===== src/rtl/mem_arb_pkg.sv =====
// Shared types and default sizes for the two-port memory arbiter.
package mem_arb_pkg;

  localparam int DATA_W_DEF  = 16;
  localparam int ADDR_W_DEF  = 16;
  localparam int TIMEOUT_DEF = 32;

  typedef enum logic [1:0] {
    IDLE    = 2'd0,
    IF_WAIT = 2'd1,
    DM_WAIT = 2'd2
  } arb_state_t;

endpackage


===== src/rtl/arb_watchdog.sv =====
// Cycle counter that flags a memory transaction stuck for TIMEOUT cycles.
// Only instantiated when MEM_ARB_TIMEOUT_EN is defined.
module arb_watchdog
  import mem_arb_pkg::*;
#(
  parameter int TIMEOUT = TIMEOUT_DEF
) (
  input  logic clk,
  input  logic rst,
  input  logic run,
  input  logic clear,
  output logic expired
);

  localparam int CW = (TIMEOUT > 1) ? $clog2(TIMEOUT) : 1;

  logic [CW-1:0] r_cnt;

  // Count wait cycles; restart whenever the arbiter is back in IDLE.
  always_ff @(posedge clk or posedge rst) begin
    if (rst) begin
      r_cnt <= '0;
    end else if (clear) begin
      r_cnt <= '0;
    end else if (run && !expired) begin
      r_cnt <= r_cnt + CW'(1);
    end
  end

  assign expired = run & (r_cnt == CW'(TIMEOUT - 1));

endmodule


===== src/rtl/mem_arbiter.sv =====
// Arbiter sharing one memory port between instruction fetch (if_*) and
// data (dm_*) requesters. One transaction outstanding at a time; ties go
// to the port not granted last. Misaligned (odd) addresses are rejected
// with a done+err pulse and never reach memory.
// Optional feature macro: MEM_ARB_TIMEOUT_EN adds a watchdog (arb_watchdog)
// that aborts a wait after TIMEOUT cycles with done+err on the owning port.
module mem_arbiter
  import mem_arb_pkg::*;
#(
  parameter int DATA_W  = DATA_W_DEF,
  parameter int ADDR_W  = ADDR_W_DEF,
  parameter int TIMEOUT = TIMEOUT_DEF
) (
  input  logic              clk,
  input  logic              rst,
  input  logic              if_req,
  input  logic [ADDR_W-1:0] if_addr,
  input  logic              dm_req,
  input  logic              dm_wr,
  input  logic [ADDR_W-1:0] dm_addr,
  input  logic [DATA_W-1:0] dm_wdata,
  output logic              if_done,
  output logic              dm_done,
  output logic [DATA_W-1:0] if_rdata,
  output logic [DATA_W-1:0] dm_rdata,
  output logic              if_stall,
  output logic              dm_stall,
  output logic              if_err,
  output logic              dm_err,
  output logic              mem_req,
  output logic              mem_wr,
  output logic [ADDR_W-1:0] mem_addr,
  output logic [DATA_W-1:0] mem_wdata,
  input  logic              mem_done,
  input  logic [DATA_W-1:0] mem_rdata
);

  if (TIMEOUT < 2) begin : g_bad_timeout
    $error("mem_arbiter: TIMEOUT must be at least 2");
  end

  arb_state_t        r_state;
  arb_state_t        w_state_nxt;
  logic              r_last_dm;
  logic              r_if_done, r_dm_done, r_if_err, r_dm_err;
  logic [DATA_W-1:0] r_if_rdata, r_dm_rdata;
  logic              r_mem_req, r_mem_wr;
  logic [ADDR_W-1:0] r_mem_addr;
  logic [DATA_W-1:0] r_mem_wdata;
  logic              w_if_pend, w_dm_pend;
  logic              w_pick_if, w_pick_dm;
  logic              w_expired;

  // A request is still being held during its own done cycle; it only
  // counts as a new request from the following cycle on.
  assign w_if_pend = if_req & ~r_if_done;
  assign w_dm_pend = dm_req & ~r_dm_done;

`ifdef MEM_ARB_TIMEOUT_EN
  arb_watchdog #(
    .TIMEOUT (TIMEOUT)
  ) u_watchdog (
    .clk     (clk),
    .rst     (rst),
    .run     (r_state != IDLE),
    .clear   (r_state == IDLE),
    .expired (w_expired)
  );
`else
  assign w_expired = 1'b0;
`endif

  // State register.
  always_ff @(posedge clk or posedge rst) begin
    if (rst) begin
      r_state <= IDLE;
    end else begin
      r_state <= w_state_nxt;
    end
  end

  // Next-state and grant selection; grants only happen in IDLE.
  always_comb begin
    w_state_nxt = r_state;
    w_pick_if   = 1'b0;
    w_pick_dm   = 1'b0;
    case (r_state)
      IDLE: begin
        w_pick_dm = w_dm_pend & (~w_if_pend | ~r_last_dm);
        w_pick_if = w_if_pend & ~w_pick_dm;
        if (w_pick_dm && !dm_addr[0]) begin
          w_state_nxt = DM_WAIT;
        end else if (w_pick_if && !if_addr[0]) begin
          w_state_nxt = IF_WAIT;
        end
      end
      IF_WAIT, DM_WAIT: begin
        if (mem_done || w_expired) begin
          w_state_nxt = IDLE;
        end
      end
      default: w_state_nxt = IDLE;
    endcase
  end

  // Command latch, completion pulses and read-data capture.
  always_ff @(posedge clk or posedge rst) begin
    if (rst) begin
      r_last_dm   <= 1'b0;
      r_if_done   <= 1'b0;
      r_dm_done   <= 1'b0;
      r_if_err    <= 1'b0;
      r_dm_err    <= 1'b0;
      r_if_rdata  <= '0;
      r_dm_rdata  <= '0;
      r_mem_req   <= 1'b0;
      r_mem_wr    <= 1'b0;
      r_mem_addr  <= '0;
      r_mem_wdata <= '0;
    end else begin
      r_if_done <= 1'b0;
      r_dm_done <= 1'b0;
      r_if_err  <= 1'b0;
      r_dm_err  <= 1'b0;
      r_mem_req <= 1'b0;

      if (w_pick_dm) begin
        r_last_dm <= 1'b1;
        if (dm_addr[0]) begin
          r_dm_done <= 1'b1;
          r_dm_err  <= 1'b1;
        end else begin
          r_mem_req   <= 1'b1;
          r_mem_wr    <= dm_wr;
          r_mem_addr  <= dm_addr;
          r_mem_wdata <= dm_wdata;
        end
      end

      if (w_pick_if) begin
        r_last_dm <= 1'b0;
        if (if_addr[0]) begin
          r_if_done <= 1'b1;
          r_if_err  <= 1'b1;
        end else begin
          r_mem_req  <= 1'b1;
          r_mem_wr   <= 1'b0;
          r_mem_addr <= if_addr;
        end
      end

      if (r_state == IF_WAIT) begin
        if (mem_done) begin
          r_if_done  <= 1'b1;
          r_if_rdata <= mem_rdata;
        end else if (w_expired) begin
          r_if_done <= 1'b1;
          r_if_err  <= 1'b1;
        end
      end

      if (r_state == DM_WAIT) begin
        if (mem_done) begin
          r_dm_done <= 1'b1;
          if (!r_mem_wr) begin
            r_dm_rdata <= mem_rdata;
          end
        end else if (w_expired) begin
          r_dm_done <= 1'b1;
          r_dm_err  <= 1'b1;
        end
      end
    end
  end

  assign if_done   = r_if_done;
  assign dm_done   = r_dm_done;
  assign if_err    = r_if_err;
  assign dm_err    = r_dm_err;
  assign if_rdata  = r_if_rdata;
  assign dm_rdata  = r_dm_rdata;
  assign if_stall  = if_req & ~r_if_done;
  assign dm_stall  = dm_req & ~r_dm_done;
  assign mem_req   = r_mem_req;
  assign mem_wr    = r_mem_wr;
  assign mem_addr  = r_mem_addr;
  assign mem_wdata = r_mem_wdata;

endmodule


===== config.mk =====
export PLATFORM = sky130hd
export DESIGN_NAME = mem_arbiter
export DESIGN_NICKNAME = d
export VERILOG_FILES = /design/src/rtl/mem_arb_pkg.sv /design/src/rtl/arb_watchdog.sv /design/src/rtl/mem_arbiter.sv
export SDC_FILE = /design/constraint.sdc
export NUM_CORES = 1
export LEC_CHECK = 0
export CAP_MARGIN = 40
export CORE_MARGIN = 2
export CORE_UTILIZATION = 44
export CTS_CLUSTER_SIZE = 20
export DETAILED_ROUTE_END_ITERATION = 7
export PLACE_DENSITY = 0.85
export SETUP_SLACK_MARGIN = 0.02
export SYNTH_ARGS = -nofsm -noshare
export SYNTH_HDL_FRONTEND = slang
export SYNTH_SLANG_ARGS = --single-unit

===== constraint.sdc =====
create_clock -name clk -period 6 [get_ports clk]
set_input_delay 1.5 -clock clk [delete_from_list [all_inputs] [get_ports clk]]
set_output_delay 1.5 -clock clk [all_outputs]
set_load 0.05 [all_outputs]

==> results.toml, run 1 <==
[outcome]
status = "finished, final reports clean"

[setup_path]
reg2reg_depth = 6
critPathRequiredTime_ns = 4.50
max_stage_delay_ns = 0.82
worst_r2r_startpoint = "r_state[0]"
cp_top_family = "buffers and inverters"
end_kind = "primary output"
cpMostUsedCell = "clkdlybuf4s50_1"
cp-start-kind = "input port"
path_max_fanout = 4
crit_buf_inv = 2
crit_type = "in2out"
crit_chain = "clkdlybuf4s50_1 > and2b_1 > clkdlybuf4s50_1"
slowest_stage = "clkdlybuf4s50_1"
worstSetupStartpoint = "dm_req"
critical_path_depth = 3
cp.arrival_ns = 2.99

[clocking]
path_clk_slew_ns = 0.07
cts-buffers-inserted = 9
htree_num_levels = 3
cts_sinks = 73
clockBufferDepth = 2
cts-root-buf = "clkbuf_8"
clock_latency_ns = 0.34
cts_setup_buffers = 0
cts_tree = "done"
cts.repair.resized = 0
holdBufCountCts = 0

[timing]
skew_ns = 0.00976
drv_slew = 0
finalHoldViolations = 0
tns_ns = 0
worstMarginPinSlew_ns = 0.850
period_minus_slack_ns = 4.49
rsz0062_at_grt = "no"
timing.final.crit_share_pct = 74.8
whs_ns = 0.507
slew_headroom_pct = 43.2
finalSetupViolations = 0
clock.fmax_mhz = 223

[final_layout]
drive_gt1_share_pct = 26.9
areaGrowthSynthToFinish_pct = 53.5
layout_common_cells = "clkdlybuf4s50_1, dfrtp_1, mux2_2, mux2i_1, a21oi_2"
layout.cells.most_common = "clkdlybuf4s50_1"
stdcell_count = 440
multiInputGateArea_sq_um = 1150
nNetsFinal = 429
seq_area_sq_um = 1830
stdcell_area_sq_um = 4700
fillCellCount = 470
antennaDiodeCount = 0
fin_util_pct = 69.5

[global_route]
gr-usage-all-layers_pct = 19.1
antenna_found_initial = 0
grt_overflow = 0
grt_pass1_wl_um = 11200
first_global_vias = 2257
grt_max_degree = 44

[synthesis]
async_reset_ff_share_pct = 100
yosysUniqueCellTypes = 27
yosys_warnings = 0
synthFlopType = "dfrtp_1"
ys_ff_latch = 73
seq_area_frac_synth_pct = 59.7
syn_inst = 211
synth_edf_count = 0
postSynthAreaPerCell_sq_um = 14.5
syn_nets = 284
synth_area_sq_um = 3060

[drt]
via_count = 2204
viasPerCell = 5.01
route.detailed.drc = 0
dr.pass1.iters = 4
routed_wl_um = 6980
wl_per_cell_um = 15.9
final_antenna_net_count = 0
drtIter0Drc = 64

[die]
coreArea_sq_um = 6760
dieWidth_um = 87.4
initial_core_util_pct = 45.3
ios = 142
die_h_um = 87.4
std_cell_rows = 30
die_area_sq_um = 7640

[power]
p_int_mw = 1.56
pwr-share-seq_pct = 28.4
p_leak_nw = 2.06
comb_power_share_pct = 60.5
peakVddDrop_mv = 0.347
p_per_area_nw_per_um2 = 637
power_switching_mw = 1.44
clockPowerShare_pct = 11.1
switching_share_pct = 48.0

[placement]
postPlaceCellArea_sq_um = 4530
io_buffers = 141
dp_cells = 425
routabilityCongestion = 0.770
dp_hpwl_um = 5080

[worst_hold_path]
hold_depth = 1
min_from = "mem_wdata[11]"
worstHoldPathType = "reg2reg"

[job]
drv_cap = 0
Yosys cell counts, types with 2 or more instances:
| cell type | number | area share, % |
|---|---|---|
| o21ai_0 | 2 | 0.33 |
| buf_6 | 3 | 1.1 |
| a21oi_2 | 15 | 4.3 |
| a21o_1 | 2 | 0.49 |
| and2b_1 | 2 | 0.49 |
| nand2_1 | 4 | 0.49 |
| inv_1 | 3 | 0.37 |
| nor2_2 | 12 | 2.5 |
| nor2_4 | 2 | 0.74 |
| ha_1 | 3 | 1.2 |
| a21oi_1 | 4 | 0.65 |
| nor3b_1 | 2 | 0.49 |
| mux2_2 | 48 | 18 |
| buf_2 | 6 | 0.98 |
| dfrtp_1 | 73 | 60 |
| nand3b_1 | 2 | 0.49 |
| mux2i_1 | 16 | 5.2 |
| nor2_1 | 3 | 0.37 |
final timing paths:
kind,to,slack (ns)
max,dm_stall,1.51
min,mem_wdata[11],0.51
max reg2reg,mem_addr[0],3.62
min reg2reg,mem_wdata[11],0.51
max in group asynchronous,mem_wdata[3],3.44
min in group asynchronous,mem_wdata[5],1.55
flip-flops by register name (all words and copies together) (netlist names), 2 cells and up:
register   flops
if_rdata      16
mem_wdata     16
r_state        2
dm_rdata      16
mem_addr      16
worst register-to-register path: cells and delay by family, from the launching register on:
family | cells | cell delay (ns)
buffers and inverters | 3 | 0.42
adders and majority gates | 1 | 0.34
and+or+nand+nor | 2 | 1.09
DFF | 1 | 0.41
kinds of logic (layout without fill, tap and decap cells):
kind of cell               after synthesis  after routing  synth area share, %
DFF                                     73             73                 59.7
muxes                                   64             64                 22.9
buffers and inverters                   14            163                 2.82
adders and majority gates                3              3                 1.23
and+or+nand+nor                         32             32                 7.03
AOI/OAI and AO/OA                       25             25                 6.30
cell type report:
type / instances / area share (%)
Clock buffer: 12 / 3.09
Clock inverter: 3 / 0.373
Inverter: 4 / 0.320
Multi-Input combinational cell: 124 / 24.4
Sequential cell: 73 / 38.9
Tap cell: 80 / 2.13
Timing Repair Buffer: 144 / 30.8
layer usage:
layer | global-route usage, % | share of wire [%] | up-vias
li1 | - | - | 1031
met1 | 24.7 | 41 | 1074
met2 | 30.0 | 49 | 90
met3 | 6.73 | 8.6 | 9
met4 | 6.29 | 1.2 | 0
met5 | 0 | 0 | -
metrics by stage:
step	power, mW	setup WS (ns)
5_1_grt	3.14	1.48
4_1_cts	3.02	1.52
6_report	2.99	1.51
2_1_floorplan	2.07	2.55
3_5_place_dp	2.69	1.52
3_3_place_gp	2.64	1.53
power groups by stage:
stage	clock, mW	sequential (mW)	combinational [mW]
after detailed placement	0	0.861	1.82
after floorplan	0	1.66	0.412
after global routing	0.365	0.884	1.90
after global placement	0	0.845	1.79
final	0.331	0.851	1.81
after CTS	0.339	0.854	1.83
Note: power is estimated with default switching activity, not from simulation.
==> run 2: changes to the inputs <==
CORE_UTILIZATION = 41   (was 44)
PLACE_DENSITY = 0.8   (was 0.85)
clock period = 4.24 ns   (was 6 ns; I/O delays follow)
==> results.toml, run 2 (synthesis gave the netlist of run 1 again) <==
[timing]
period_minus_slack_ns = 3.63
clock.fmax_mhz = 275
worstMarginPinSlew_ns = 0.819
skew_ns = 0.00716
drv_slew = 0
finalSetupViolations = 0
finalHoldViolations = 0
tns_ns = 0
whs_ns = 0.504
timing.final.crit_share_pct = 85.6
slew_headroom_pct = 45.2
fin_ws_ns = 0.610
rsz0062_at_grt = "no"

[power]
p_leak_nw = 2.06
peakVddDrop_mv = 0.494
report.power.total_mw = 4.22
p_per_area_nw_per_um2 = 891

[placement]
postPlaceCellArea_sq_um = 4570
dp_slack_ns = 0.607
routabilityCongestion = 0.723
io_buffers = 141
dp_hpwl_um = 5060

[clocking]
cts_tree = "done"
cts.repair.resized = 0
path_clk_slew_ns = 0.08
clockBufferDepth = 2
cts-root-buf = "clkbuf_8"
cts_sinks = 73
clock_latency_ns = 0.34
cts-buffers-inserted = 9
cts_setup_buffers = 0
holdBufCountCts = 0
htree_num_levels = 3

[setup_path]
regToRegSetupSlack_ns = 1.93
slowest_stage = "clkdlybuf4s50_1"
cpMostUsedCell = "clkdlybuf4s50_1"
worst_r2r_startpoint = "r_state[0]"
reg2reg_depth = 6
max_stage_delay_ns = 0.82
cp.arrival_ns = 2.57
crit_type = "in2out"
rr_endpoint = "mem_addr[0]"
critPathRequiredTime_ns = 3.18
cp-start-kind = "input port"
crit_chain = "clkdlybuf4s50_1 > and2b_1 > clkdlybuf4s50_1"
end_kind = "primary output"
path_max_fanout = 5

[drt]
viasPerCell = 4.77
wl_per_cell_um = 15.1
via_count = 2193
routed_wl_um = 6940
route.detailed.drc = 0
drtIter0Drc = 38
dr.pass1.iters = 4
final_antenna_net_count = 0

[global_route]
grt.met3_usage_pct = 6.09
grt_overflow = 0
antenna_found_initial = 0
grt_use_met2_pct = 27.6
first_global_vias = 2328
gr-usage-all-layers_pct = 17.9
busiest_layer = "met2"
grt_max_degree = 39
grt_pass1_wl_um = 11700
gr-usage-met1_pct = 22.9

[die]
coreArea_sq_um = 7250
die_h_um = 90.4
initial_core_util_pct = 42.2
std_cell_rows = 31
ios = 142
die_area_sq_um = 8170
dieWidth_um = 90.4

[final_layout]
fillCellCount = 575
layout.cells.most_common = "clkdlybuf4s50_1"
stdcell_area_sq_um = 4730
nNetsFinal = 429
layout_common_cells = "clkdlybuf4s50_1, dfrtp_1, mux2_2, mux2i_1, a21oi_2"
areaGrowthSynthToFinish_pct = 54.7
antennaDiodeCount = 0
drive_gt1_share_pct = 27.4

[worst_hold_path]
hold_depth = 1
min_from = "mem_wdata[14]"
min_to = "mem_wdata[14]"
worstHoldPathType = "reg2reg"

[outcome]
status = "finished, final reports clean"

[job]
drv_cap = 0
==> run 2: where the power goes <==
| part | internal, mW | switching (mW) |
|---|---|---|
| Sequential | 1.03 | 0.167 |
| Combinational | 0.947 | 1.62 |
| Clock | 0.208 | 0.246 |
==> run 2: cell type report <==
type | instances | area [sq um] | area share, %
sequential | 73 | 1830 | 38.6
timing repair buffer | 144 | 1460 | 30.8
multi-input combinational | 124 | 1150 | 24.2
clock buffer | 10 | 128 | 2.70
tap | 99 | 124 | 2.62
clock inverter | 6 | 35.0 | 0.740
inverter | 4 | 15.0 | 0.317
==> run 2: critical path, delay by kind of cell <==
family	cells	cell delay, ns
buf+inv	2	1.31
simple gates	1	0.20
==> run 2: through the flow <==
| step | util [%] | instances |
|---|---|---|
| floorplan | - | 211 |
| global placement | 62.7 | 443 |
| detailed placement | 63.0 | 444 |
| CTS | 65.3 | 460 |
| global route | 65.3 | 460 |
| finish | 65.3 | 460 |
==> run 2: worst max path at each step <==
stage / from / endpoint / slack (ns) / depth (start not counted)
after floorplan: rst / dm_done / 1.33 / 1
after global placement: dm_req / dm_stall / 0.65 / 3
after detailed placement: if_req / if_stall / 0.61 / 3
after CTS: dm_req / dm_stall / 0.61 / 3
after global routing: if_req / if_stall / 0.54 / 3
final: if_req / if_stall / 0.61 / 3
==> run 2: layer usage <==
layer	vias up	part of all wire [%]	wire, um
li1	1030	-	-
met1	1063	44	3040
met2	91	48	3300
met3	9	7.0	486
met4	0	1.5	106
met5	-	0	0
==> run 3: changes to the inputs <==
SETUP_SLACK_MARGIN = default   (was 0.02)
==> results of run 3 <==
No change in the layout: final DEF, timing and power equal those of run 2.
